`config.mk`:
```
export PLATFORM = sky130hd
export DESIGN_NAME = moxie_wb_arbiter
export DESIGN_NICKNAME = d
export VERILOG_FILES = /design/src/rtl/moxie_wb_arbiter.sv
export SDC_FILE = /design/constraint.sdc
export NUM_CORES = 1
export LEC_CHECK = 0
export BUFFER_PORTS_ARGS = -buffer_cell sky130_fd_sc_hd__buf_4
export CAP_MARGIN = 20
export CORE_AREA = 2 2 122 124
export CTS_CLUSTER_DIAMETER = 30
export DETAILED_ROUTE_END_ITERATION = 8
export DIE_AREA = 0 0 124 126
export PLACE_DENSITY_LB_ADDON = 0.12
export SYNTH_ARGS = -nofsm -noshare
export SYNTH_HDL_FRONTEND = slang
export SYNTH_SLANG_ARGS = --single-unit
```
`constraint.sdc`:
```
create_clock -name clk_i -period 4.7 [get_ports clk_i]
set_input_delay 1.175 -clock clk_i [delete_from_list [all_inputs] [get_ports clk_i]]
set_output_delay 1.175 -clock clk_i [all_outputs]
set_load 0.02 [all_outputs]
```
`src/rtl/moxie_wb_arbiter.sv`:
```
// Two-master Wishbone arbiter for the moxie core: instruction fetch (M0)
// and data (M1) share one slave port, with a no-ack watchdog.
module moxie_wb_arbiter #(
    parameter int AW      = 32,
    parameter int DW      = 32,
    parameter int SW      = 4,
    parameter int RR      = 0,
    parameter int TIMEOUT = 255
) (
    input  logic          clk_i,
    input  logic          rst_n_i,
    input  logic [AW-1:0] m0_adr_i,
    input  logic [DW-1:0] m0_dat_i,
    input  logic [SW-1:0] m0_sel_i,
    input  logic          m0_we_i,
    input  logic          m0_cyc_i,
    input  logic          m0_stb_i,
    output logic [DW-1:0] m0_dat_o,
    output logic          m0_ack_o,
    output logic          m0_err_o,
    input  logic [AW-1:0] m1_adr_i,
    input  logic [DW-1:0] m1_dat_i,
    input  logic [SW-1:0] m1_sel_i,
    input  logic          m1_we_i,
    input  logic          m1_cyc_i,
    input  logic          m1_stb_i,
    output logic [DW-1:0] m1_dat_o,
    output logic          m1_ack_o,
    output logic          m1_err_o,
    output logic [AW-1:0] s_adr_o,
    output logic [DW-1:0] s_dat_o,
    output logic [SW-1:0] s_sel_o,
    output logic          s_we_o,
    output logic          s_cyc_o,
    output logic          s_stb_o,
    input  logic [DW-1:0] s_dat_i,
    input  logic          s_ack_i,
    output logic [1:0]    gnt_o
);

    typedef enum logic [1:0] {IDLE, GNT0, GNT1, ERR} state_t;

    localparam int WW = (TIMEOUT > 0) ? $clog2(TIMEOUT + 1) : 1;

    state_t        state;
    logic          last;
    logic [WW-1:0] wdog;
    logic [1:0]    gnt;
    logic          g0;
    logic          g1;
    logic          x_cyc;
    logic          x_stb;

    assign g0    = (state == GNT0);
    assign g1    = (state == GNT1);
    assign x_cyc = g1 ? m1_cyc_i : m0_cyc_i;
    assign x_stb = g1 ? m1_stb_i : m0_stb_i;

    assign s_adr_o = g1 ? m1_adr_i : m0_adr_i;
    assign s_dat_o = g1 ? m1_dat_i : m0_dat_i;
    assign s_sel_o = g1 ? m1_sel_i : m0_sel_i;
    assign s_we_o  = g1 ? m1_we_i  : m0_we_i;
    assign s_cyc_o = (g0 & m0_cyc_i) | (g1 & m1_cyc_i);
    assign s_stb_o = (g0 & m0_stb_i) | (g1 & m1_stb_i);

    assign m0_dat_o = s_dat_i;
    assign m1_dat_o = s_dat_i;
    assign m0_ack_o = g0 & s_ack_i;
    assign m1_ack_o = g1 & s_ack_i;
    // In ERR the pointer already names the master that timed out
    assign m0_err_o = (state == ERR) & ~last;
    assign m1_err_o = (state == ERR) & last;
    assign gnt_o    = gnt;

    always_ff @(posedge clk_i) begin
        if (!rst_n_i) begin
            state <= IDLE;
            gnt   <= 2'b00;
            wdog  <= '0;
            last  <= 1'b0;
        end else begin
            unique case (state)
                IDLE: begin
                    wdog <= '0;
                    unique case (1'b1)
                        (m0_cyc_i && m1_cyc_i): begin
                            if (RR != 0 && last) begin
                                state <= GNT0;
                                gnt   <= 2'b01;
                            end else begin
                                state <= GNT1;
                                gnt   <= 2'b10;
                            end
                        end
                        (m1_cyc_i && !m0_cyc_i): begin
                            state <= GNT1;
                            gnt   <= 2'b10;
                        end
                        (m0_cyc_i && !m1_cyc_i): begin
                            state <= GNT0;
                            gnt   <= 2'b01;
                        end
                        default: ;
                    endcase
                end
                GNT0, GNT1: begin
                    if (!x_cyc) begin
                        state <= IDLE;
                        gnt   <= 2'b00;
                        wdog  <= '0;
                        last  <= g1;
                    end else if (s_ack_i || !x_stb) begin
                        wdog <= '0;
                    end else if (TIMEOUT != 0) begin
                        if (wdog == WW'(TIMEOUT)) begin
                            state <= ERR;
                            gnt   <= 2'b00;
                            wdog  <= '0;
                            last  <= g1;
                        end else begin
                            wdog <= wdog + 1'b1;
                        end
                    end
                end
                ERR: begin
                    state <= IDLE;
                    wdog  <= '0;
                end
            endcase
        end
    end

endmodule

```
==> out/summary.json <==
{
  "run_status": {
    "outcome": "finished clean"
  },
  "synthesis": {
    "synth_area_um2": 2070,
    "postSynthCellCount": 233,
    "synth.net_count": 416,
    "async_flop_share_pct": 0,
    "netlist-cell-type-count": 34,
    "dominantRegCellSynth": "sky130_fd_sc_hd__dfxtp_1",
    "post_synth_edffs": 0,
    "syn_warnings": 0,
    "synth_sequential_area_ratio_pct": 12.5,
    "postSynthRegisterBits": 13,
    "synth_area_per_cell_um2": 8.90
  },
  "place": {
    "place_inst": 566,
    "dp_worst_slack_ns": 1.38,
    "port_bufs": 221,
    "detailed_place_hpwl_mm": 8.85,
    "place.gp.congestion": 0.774,
    "place_area_um2": 3460
  },
  "layout": {
    "postLayoutCellArea_um2": 3540,
    "n_antenna_cell": 0,
    "layout-drive-gt1-share_pct": 76.9,
    "layout.cells.most_common": "sky130_fd_sc_hd__buf_4",
    "instances_no_fill": 570,
    "final_cell_mix": "221 x sky130_fd_sc_hd__buf_4, 69 x sky130_fd_sc_hd__mux2_2, 15 x sky130_fd_sc_hd__nor2_1",
    "area.growth.synth_to_final_pct": 70.6,
    "finalNetCount": 570
  },
  "floorplanning": {
    "chipHeight_um": 126,
    "placementRows": 44,
    "starting_density_of_the_core_pct": 14.5,
    "top_level_ports": 318,
    "dieArea_um2": 15600,
    "core_um2": 14300,
    "fp.dieW_um": 124
  },
  "pwr": {
    "power-per-cell-area_nw_per_um2": 447,
    "net-switching-power_mw": 0.718,
    "leakage_nw": 1.66,
    "power_frac_comb_pct": 80.9,
    "clk_pwr_share_pct": 10.1,
    "power_switching_share_pct": 45.4,
    "p_total_mw": 1.58,
    "power.sequential.fraction_pct": 9.1,
    "cellInternalPower_mw": 0.864,
    "worst_ir_drop_vdd_mv": 0.246
  },
  "global_route": {
    "grt_use_total_pct": 12.0,
    "pin_count_of_the_biggest_net_entering_global_routing": 40,
    "grt_pass1_wl_mm": 13.9,
    "gr-total-overflow": 0,
    "vias_in_the_first_global_route": 2370,
    "grt_antenna_before_repair": 0
  },
  "clocking": {
    "cts.path.max_buffers": 2,
    "cts_max_level": 1,
    "cts_inserted_buffers": 3,
    "cts.sinks": 13,
    "postCtsResizedCells": 0,
    "cts-root-buf": "sky130_fd_sc_hd__clkbuf_16",
    "tritoncts": "built",
    "cts_setup_buffers": 0,
    "clock_pin_slew_of_the_registers_on_the_worst_case_setup_and_hold_paths_ns": 0.04,
    "cts.hold.buffers_added": 0,
    "worstSkewPairLatency_ns": 0.24
  },
  "worst_setup_path": {
    "cp-end-kind": "primary output",
    "reg2reg_to": "state[0]",
    "crit_type": "flip-flop to primary output",
    "critical_path_required_ns": 3.52,
    "worst-path-stages": 5,
    "regToRegStartpoint": "state[0]",
    "critical_path.endpoint": "s_dat_o[6]",
    "cpMaxStageDelayCell": "sky130_fd_sc_hd__ha_2",
    "cpPeakStageDelay_ns": 0.77,
    "crit_path_cells": "inv_1, ha_2, buf_12, mux2_2, buf_4",
    "worstRegToRegCells": 6,
    "timing.critical_path.from_type": "flip-flop",
    "critical-path-top-delay-family": "adder cells",
    "slack_of_the_worst_reg_to_reg_path_ns": 2.30,
    "arrival_time_of_data_at_the_critical_path_endpoint_ns": 2.38,
    "setup.worst_path.start": "state[0]",
    "wp_buf_inv": 3,
    "cp_max_fo": 39
  },
  "routing": {
    "wl_per_cell_um": 17.3,
    "detail_route.wirelength_mm": 9.88,
    "remaining_drc_errors": 0,
    "drt_iter0_drc": 36,
    "routed-via-count": 2200,
    "first_pass_iters": 4,
    "drt.antenna.violating_nets": 0,
    "via_per_inst": 3.86
  },
  "timing": {
    "fmax_mhz": 281,
    "layout_worst_path_cycle_share_pct": 75.6,
    "rsz0062_at_grt": "no",
    "max_slew_margin_pct": 40.4,
    "max_transition_viols_final": 0,
    "timing.final.setup_violations": 0,
    "tightestPinTransition_ns": 0.894,
    "final-hold-violation-count": 0,
    "post-route-min-period_ns": 3.55,
    "setup_ws_ns": 1.15,
    "fin_worst_skew_ns": 0.00107,
    "timing.setup.tns_ns": 0
  },
  "job": {
    "drv_cap": 0
  },
  "hold_path": {
    "hold_class": "flip-flop to flip-flop",
    "worstHoldStart": "wdog[0]"
  }
}
power groups by stage:
| stage | combinational, mW | sequential [mW] | clock (mW) |
|---|---|---|---|
| final | 1.28 | 0.143 | 0.159 |
| after global routing | 1.36 | 0.146 | 0.174 |
| after CTS | 1.30 | 0.144 | 0.166 |
| after detailed placement | 1.30 | 0.146 | 0 |
| after global placement | 1.30 | 0.145 | 0 |
| after floorplan | 0.846 | 0.148 | 0 |
layer usage:
layer	up-vias	GRT usage, %	part of all wire (%)
li1	1052	-	-
met1	983	14.6	39
met2	149	18.4	46
met3	16	6.20	13
met4	0	3.37	1.7
met5	-	0	0
how the worst min path moves through the flow:
stage | to | slack [ns] | cells past startpoint
5_1_grt | last | 0.51 | 2
6_report | wdog[0] | 0.46 | 1
4_1_cts | wdog[0] | 0.47 | 1
3_3_place_gp | wdog[0] | 0.45 | 1
2_1_floorplan | wdog[0] | 0.43 | 1
3_5_place_dp | wdog[0] | 0.46 | 1
synth_stat cells, types with 2 or more instances:
cell                        n  area share (%)
sky130_fd_sc_hd__xnor2_1    3             1.3
sky130_fd_sc_hd__mux2i_1    2            0.97
sky130_fd_sc_hd__inv_1      4            0.72
sky130_fd_sc_hd__o21ai_0    2            0.48
sky130_fd_sc_hd__ha_1       6             3.6
sky130_fd_sc_hd__a22o_1     2            0.84
sky130_fd_sc_hd__nand3_1    6             1.4
sky130_fd_sc_hd__buf_2      6             1.4
sky130_fd_sc_hd__o31ai_1    2            0.72
sky130_fd_sc_hd__clkbuf_1   2            0.36
sky130_fd_sc_hd__nand2_1    8             1.4
sky130_fd_sc_hd__and2_1     3            0.90
sky130_fd_sc_hd__nor4_1     2            0.60
sky130_fd_sc_hd__nor3_1     2            0.48
sky130_fd_sc_hd__nor2_1    15             2.7
sky130_fd_sc_hd__xor2_1     3             1.3
sky130_fd_sc_hd__dfxtp_1   13              13
sky130_fd_sc_hd__nand2b_1   2            0.60
sky130_fd_sc_hd__mux2_2    69              37
sky130_fd_sc_hd__a21oi_1    3            0.72
sky130_fd_sc_hd__buf_4     65              24
registers in the layout, summed over array words and instances (netlist names):
name   count
wdog       8
gnt_o      2
state      2
last       1
logic make-up after synthesis:
logic type / synth area share, %
flops: 12.5
fa+ha+maj: 3.62
buf+inv: 26.1
compound gates: 4.70
simple gates: 11.5
mux: 39.1
xor+xnor: 2.53
final cells by class:
class	instances	area (um^2)
Clock buffer	4	78.8
Inverter	4	15.0
Multi-Input combinational cell	143	1280
Tap cell	184	230
Timing Repair Buffer	222	1680
Sequential cell	13	260
Fill cell	1584	10800
through the flow:
stage               hold slack, ns  util (%)
detailed placement           0.463      24.2
global placement             0.450      24.2
CTS                          0.470      24.7
floorplan                    0.430         -
global route                 0.508      24.7
finish                       0.462      24.7
Note: power is estimated with default switching activity, not from simulation.
